$ cat config.mk
export PLATFORM = sky130hd
export DESIGN_NAME = queue_1024_serializer
export DESIGN_NICKNAME = d
export VERILOG_FILES = /design/src/rtl/queue_1024_serializer_pkg.sv /design/src/rtl/queue_1024_serializer.sv
export SDC_FILE = /design/constraint.sdc
export NUM_CORES = 2
export LEC_CHECK = 0
export CAP_MARGIN = 30
export CORE_AREA = 2 2 422 424
export CTS_CLUSTER_SIZE = 12
export DETAILED_ROUTE_END_ITERATION = 7
export DIE_AREA = 0 0 424 426
export SYNTH_ARGS = -nofsm -noshare
export SYNTH_HDL_FRONTEND = slang
export SYNTH_SLANG_ARGS = --single-unit
$ cat constraint.sdc
create_clock -name clock -period 2.21 [get_ports clock]
set_input_delay 0.442 -clock clock [delete_from_list [all_inputs] [get_ports clock]]
set_output_delay 0.442 -clock clock [all_outputs]
set_load 0.02 [all_outputs]
$ cat src/rtl/queue_1024_serializer_pkg.sv
// Shared constants and types for the wide-word serializer.
// Geometry defaults, beat order and the two-state EMPTY/SEND encoding.
package queue_1024_serializer_pkg;

    localparam int IN_WIDTH_DEF  = 1024;
    localparam int OUT_WIDTH_DEF = 64;
    localparam bit LSB_FIRST_DEF = 1'b1;
    localparam int BEATS_DEF     = IN_WIDTH_DEF / OUT_WIDTH_DEF;

    // Ceiling log2, never below 1 so a counter always has at least one bit.
    function automatic int clog2(input int n);
        int r;
        r = 0;
        for (int i = 0; i < 32; i++) begin
            if ((1 << r) < n) begin
                r = r + 1;
            end
        end
        return (r < 1) ? 1 : r;
    endfunction

    localparam int CNT_W_DEF = clog2(BEATS_DEF);

    typedef enum logic {
        EMPTY = 1'b0,
        SEND  = 1'b1
    } state_e;

endpackage

$ cat src/rtl/queue_1024_serializer.sv
// Purpose: splits each IN_WIDTH word into BEATS narrow beats on a ready/valid stream.
// Latency: first beat valid the cycle after enq fire; back-to-back words with no bubble.
// Backpressure: deq stall freezes all state; enq_ready only when idle or last beat fires.
module queue_1024_serializer
    import queue_1024_serializer_pkg::*;
#(
    parameter int IN_WIDTH  = IN_WIDTH_DEF,
    parameter int OUT_WIDTH = OUT_WIDTH_DEF,
    parameter bit LSB_FIRST = LSB_FIRST_DEF
) (
    input  logic                 clock,
    input  logic                 reset,
    input  logic [IN_WIDTH-1:0]  io_enq_bits,
    input  logic                 io_enq_valid,
    output logic                 io_enq_ready,
    output logic [OUT_WIDTH-1:0] io_deq_bits,
    output logic                 io_deq_valid,
    input  logic                 io_deq_ready,
    output logic                 io_deq_last
);

    localparam int BEATS = IN_WIDTH / OUT_WIDTH;
    localparam int CNT_W = clog2(BEATS);

    if ((IN_WIDTH % OUT_WIDTH) != 0 || BEATS < 2) begin : g_bad_geometry
        $error("queue_1024_serializer: IN_WIDTH must be a multiple of OUT_WIDTH giving at least 2 beats");
    end

    state_e               state_q, state_d;
    logic [CNT_W-1:0]     beat_cnt_q, beat_cnt_d;
    logic [IN_WIDTH-1:0]  buf_q, buf_d;

    logic                 busy;
    logic                 last;
    logic                 enq_fire;
    logic                 deq_fire;
    logic [CNT_W-1:0]     sel;
    logic [OUT_WIDTH-1:0] slice_a [BEATS];

    for (genvar g = 0; g < BEATS; g++) begin : g_slice
        assign slice_a[g] = buf_q[g*OUT_WIDTH +: OUT_WIDTH];
    end

    always_comb begin
        busy = (state_q == SEND);
        last = busy && (beat_cnt_q == CNT_W'(BEATS - 1));
        sel  = LSB_FIRST ? beat_cnt_q : (CNT_W'(BEATS - 1) - beat_cnt_q);

        io_deq_valid = busy;
        io_deq_last  = last;
        // Idle output is forced to zero so a drained stream never shows stale data.
        io_deq_bits  = busy ? slice_a[sel] : '0;
        io_enq_ready = !busy || (io_deq_ready && last);

        enq_fire = io_enq_valid && io_enq_ready;
        deq_fire = io_deq_valid && io_deq_ready;
    end

    always_comb begin
        state_d    = state_q;
        beat_cnt_d = beat_cnt_q;
        buf_d      = buf_q;
        case (state_q)
            EMPTY: begin
                if (enq_fire) begin
                    buf_d      = io_enq_bits;
                    beat_cnt_d = '0;
                    state_d    = SEND;
                end
            end
            SEND: begin
                if (deq_fire) begin
                    if (!last) begin
                        beat_cnt_d = beat_cnt_q + 1'b1;
                    end else if (enq_fire) begin
                        buf_d      = io_enq_bits;
                        beat_cnt_d = '0;
                    end else begin
                        beat_cnt_d = '0;
                        state_d    = EMPTY;
                    end
                end
            end
            default: begin
                state_d = EMPTY;
            end
        endcase
    end

    always_ff @(posedge clock) begin
        if (reset) begin
            state_q    <= EMPTY;
            beat_cnt_q <= '0;
            buf_q      <= '0;
        end else begin
            state_q    <= state_d;
            beat_cnt_q <= beat_cnt_d;
            buf_q      <= buf_d;
        end
    end

endmodule
* After elaboration in Yosys (flattened, before gate mapping)
Cells that the tools add are included.
** Word-level totals
- Register bits :: 1029
- Output and inout bits :: 67
** Cells by class
- $add $sub $neg :: 1
- Magnitude comparators :: 1
- Equality and inequality tests :: 4
- Mux-type cells :: 16
- Bitwise operators :: 2
- Reduce and logical (&&, ||, !) cells :: 8
** Operator list (number)
- $mux W1024 :: 3
- $pmux W1024 S2 :: 1
- $bmux W64 S4 :: 1
- $mux W64 :: 3
- $mux W4 :: 3
- $pmux W4 S2 :: 1
- $ge A5 B5 Y1 const B :: 1
- $not A4 Y5 :: 1
- $add A4 B1 Y4 const B :: 1
- $eq A4 B4 Y1 const B :: 1
- $logic_and A1 B1 Y1 :: 4
- $ne A2 B2 Y1 const B :: 2
- $reduce_and A2 Y1 :: 2
- $mux W1 :: 3
- $ne A2 B1 Y1 const B :: 1
- $pmux W1 S2 :: 1
- $logic_not A1 Y1 :: 1
- $logic_or A1 B1 Y1 :: 1
- $not A1 Y1 :: 1

* Longest topological paths before layout
- Word-level depth :: 9
- Depth in mapped cells :: 9
- Depth with buffers taken out :: 5

* Worst setup path after synthesis
OpenSTA, ideal clock, no wires.
- Path kind :: reg-to-output
- Start :: reg beat_cnt_q[2]
- End :: out io_deq_bits[53]
- Arrival time :: 1.694 ns
- Required time :: 1.768 ns
- Path slack :: 0.074 ns
- Cell stages (with the launch flop) :: 9
- Buffers on the path :: 4
- Cells stage by stage :: dfxtp_1 buf_4 and2_1 buf_2 buf_2 buf_2 a22oi_1 nand2_1 o21ai_0
** Between the ends
- Word-level cells in the longest chain between the ends :: 5
** Ends and longest elaborated chain
- from (decl) :: line queue_1024_serializer.sv:30 : logic [CNT_W-1:0] beat_cnt_q, beat_cnt_d;
- from (signal assigned) :: line queue_1024_serializer.sv:97 : beat_cnt_q <= beat_cnt_d;
- $not A4 Y5 (implied by the code) :: line queue_1024_serializer.sv:52 : io_deq_bits = busy ? slice_a[sel] : '0;
- $bmux W64 S4 :: line queue_1024_serializer.sv:52
- $mux W64 (implied by the code) (2 in series) :: line queue_1024_serializer.sv:52
- $mux W64 :: line queue_1024_serializer.sv:52
- to (decl) :: line queue_1024_serializer.sv:16 : output logic [OUT_WIDTH-1:0] io_deq_bits,
Every way passes these cells. The select of a mux whose other input is x is not followed.

* Final worst setup path
- Start :: reg beat_cnt_q[0]
- End :: out io_deq_bits[40]
Same word-level chain as after synthesis.

==> out/results.md <==
| Step | Result | Value |
| --- | --- | --- |
| worst setup path | Crit path from | beat_cnt_q[0] |
| logic synthesis | Post-synth EDFFs | 0 |
| logic synthesis | Cell type contributing the most total cell area after synthesis | dfxtp_1 |
| cts | Root buf cell | clkbuf_16 |
| grt | Met2 GRT Util | 0.4186 |
| hold path | Capture endpoint of the worst hold path | buf_q[820] |
| logic synthesis | Number of synthesis warnings | 0 |
| detailed routing | Number of optimization iterations in the first detailed-route pass | 6 |
| layout | Count of fill cells added during filler insertion | 17880 |
| sta | Number of failing hold endpoints at the final stage | 0 |
| worst setup path | CP required | 1.77 ns |
| grt | Overall Global Routing Usage | 0.2357 |
| worst setup path | Reg2reg path depth | 11 |
| floorplan | Horizontal extent of the die | 424 um |
| detailed routing | Total number of vias | 44800 |
| sta | Final cycle utilization of the critical path | 1.532 |
| logic synthesis | Cell types with the largest area share after synthesis | dfxtp_1, nand2_1, a21oi_1, mux2i_1, a22oi_1 |
| floorplan | Starting Density | 0.2505 |
| logic synthesis | Most frequently used flop master after synthesis | dfxtp_1 |
| pwr | Peak supply drop | 0.0007394 V |
| layout | Most common cell after layout, fill and taps aside | nand2_1 |
| pwr | Power density relative to cell area | 703.0 nW/um^2 |
| cts | Clock-pin slew of the registers on the worst-case setup and hold paths | 0.07 ns |
| sta | Final clock skew | 0.06495 ns |
| detailed routing | Via density | 4.807 |
| grt | Via count of the first global-routing pass | 44090 |
| run status | Result of the run | complete, but fails checks |
| sta | Worst-margin pin slew | 0.6923 ns |
| place | Count of input and output buffers | 1094 |
| sta | Setup-failing EPs final | 1071 |
| grt | Residual overflow from global routing | 0 |
| floorplan | Area of the die | 180600 sq um |
| detailed routing | Initial detailed-routing violation count | 3363 |
| worst setup path | Largest fanout on the critical path | 8 |
| floorplan | Number of placement rows | 154 |
| worst setup path | Arrival time reported for the critical path endpoint | 2.94 ns |
| sta | Post-route worst hold slack | 0.1916 ns |
| logic synthesis | Register area share after synthesis | 0.4679 |
| layout | Layout cell share with drive strength beyond 1 | 0.1581 |
| cts | Maximum buffer depth of the clock tree | 3 |
| grt | Largest net degree at the start of global routing | 138 |
| grt | Met1 Use GR | 0.2620 |
| cts | Clock tree from TritonCTS | built |
| logic synthesis | Per-instance average area after synthesis | 7.988 sq um |
| place | Post-placement cell count | 8928 |
| worst setup path | Critical path endpoint category | output pin |
| sta | Top achievable clock speed | 0.2954 GHz |
| sta | Worst slew margin relative to its limit | 0.5385 |
| detailed routing | Total length of routed wires | 223300 um |
| layout | Final cell count without fillers | 9320 |
| logic synthesis | Cell area after synthesis | 44030 sq um |
| floorplan | Die H | 426 um |
| detailed routing | Antenna Violating Nets Remaining | 0 |
| worst setup path | Register-to-register setup slack | -0.33 ns |
| grt | First-pass GRT wire length | 308200 um |
| place | Estimated wirelength of the detail-placed design | 173400 um |
| worst setup path | Crit start category | flop |
| layout | Net count, final | 7844 |
| floorplan | IO Pins | 1095 |
| flow run | Max-Cap Viols | 0 |
| worst setup path | Capturing point of the worst reg2reg path | buf_q[655] |
| place | Global placement routability congestion | 0.9285 |
| logic synthesis | Area share of the largest cell type after synthesis | 0.4679 |
| logic synthesis | Post-Syn Instances | 5512 |
| detailed routing | Average routed wire per standard cell | 23.96 um |
| sta | Final min period | 3.385 ns |
| worst setup path | Path type of the worst setup path | flop to output pin |
| cts | Number of CTS-inserted buffers | 115 |
| detailed routing | DRC violation count after routing | 0 |
| logic synthesis | Count of distinct cell types in the synthesized netlist | 30 |
| logic synthesis | Flops & latches, synth | 1029 |
| cts | Clock sink count | 1029 |
| pwr | Leakage power | 0.02444 uW |
| cts | Clock Latency Late Sink | 0.80 ns |
| sta | RSZ-0062 raised after global routing | yes |
| grt | Initial antenna violation count | 103 |
| sta | Max-slew violation count | 0 |
| grt | Met3 capacity usage during global routing | 0.04258 |
| hold path | Worst hold start | io_enq_bits[820] |
| layout | Relative area change from synthesis to final layout | 54.72% |
| worst setup path | Startpoint of the lowest-slack register-to-register path | beat_cnt_q[0] |
| floorplan | Placeable core region | 175700 sq um |
| sta | Final worst-path setup slack | -1.175 ns |
| run status | Failing checks | negative setup slack |
| hold path | Type of the worst min-delay path | input port to flop |
| layout | Most used cells in the layout excluding fill and tap cells | nand2_1, a21oi_1, clkdlybuf4s50_1 |
| hold path | Cell depth of the worst min-delay path | 3 |
| logic synthesis | Net Count, Synth | 6541 |
| logic synthesis | Asr flop ratio synth | 0 |
| grt | Most used routing layer | met2 |
| cts | Maximum level of the CTS H-tree | 3 |
-- state kept, by name, indices dropped and copies added, names as in the netlist --
name          cells
beat_cnt_q        4
buf_q          1024
io_deq_valid      1
-- metrics by stage --
stage	utilization	total power [uW]	setup slack [ns]	TNS, ns	area (sq um)
2_1_floorplan	-	23630	0.07352	0	44030
6_report	0.3876	47890	-1.175	-229.08	68120
3_3_place_gp	0.3428	27690	-1.130	-156.81	60230
3_5_place_dp	0.3428	27780	-1.097	-176.69	60230
5_1_grt	0.3875	49500	-1.222	-339.86	68100
4_1_cts	0.3818	47980	-1.231	-242.41	67100
-- metal layers --
metal | up-vias | share of wire
met4 | 34 | 0.056
met3 | 481 | 0.057
met2 | 1575 | 0.51
met5 | - | 0.0011
li1 | 21240 | -
met1 | 21470 | 0.37
-- synth_stat cells, types with 4 or more instances --
| cell type | instances |
|---|---|
| mux2i_1 | 463 |
| o22ai_1 | 39 |
| nor2_1 | 4 |
| mux4_2 | 25 |
| o21ai_1 | 47 |
| clkbuf_1 | 160 |
| a22oi_1 | 207 |
| buf_1 | 12 |
| buf_4 | 43 |
| nand2_1 | 2156 |
| buf_6 | 46 |
| a21oi_1 | 1026 |
| dfxtp_1 | 1029 |
| a221oi_1 | 25 |
| buf_12 | 4 |
| buf_2 | 204 |
-- power by group --
| part | internal, uW | switching [uW] |
|---|---|---|
| registers | 19600 | 642 |
| logic | 4070 | 3860 |
| clock network | 11300 | 8400 |
| total | 35000 | 12900 |
-- worst max path at each step --
| stage | slack, ns | cells past startpoint | endpoint |
|---|---|---|---|
| after detailed placement | -1.10 | 7 | io_deq_bits[50] |
| after floorplan | 0.07 | 8 | io_deq_bits[53] |
| after global routing | -1.22 | 11 | io_deq_bits[40] |
| final | -1.17 | 11 | io_deq_bits[40] |
| after global placement | -1.13 | 7 | io_deq_bits[50] |
| after CTS | -1.23 | 11 | io_deq_bits[40] |
-- critical path, cell delays in order (launching register included) --
cell	delay, ns
dfxtp_4	0.36
buf_12	0.14
buf_12	0.15
buf_16	0.16
buf_16	0.15
buf_8	0.13
mux2i_2	0.15
a221oi_4	0.41
buf_4	0.18
o21ai_2	0.05
o21ai_2	0.10
buf_6	0.16
-- layout make-up --
class,count,area (sq um),share of cell area
repair buffers,1655,17970,0.2637
well taps,2340,2928,0.04298
diodes,68,170.2,0.002498
inverters,1,3.754,0.00005510
clock inverters,36,460.4,0.006759
clock buffers,178,3426,0.05029
multi-input cells,4013,22550,0.3311
flip-flops and latches,1029,20610,0.3026
-- what timing repair did --
item	4_1_cts	5_1_grt
hold endpoints to repair	2	0
buffers inserted	81	32
cloned	16	5
gates resized for setup	611	140
pin swaps	137	135
endpoints found under the setup margin	1077	1090
hold buffers	1	0
-- logic make-up after synthesis --
logic type / after synthesis / synth area share
DFF: 1029 / 0.4679
AOI/OAI and AO/OA: 1351 / 0.1688
muxes: 488 / 0.1181
adders and majority gates: 1 / 0.0002841
and+or+nand+nor: 2173 / 0.1861
buffers and inverters: 470 / 0.05886
Note: power is estimated with default switching activity, not from simulation.
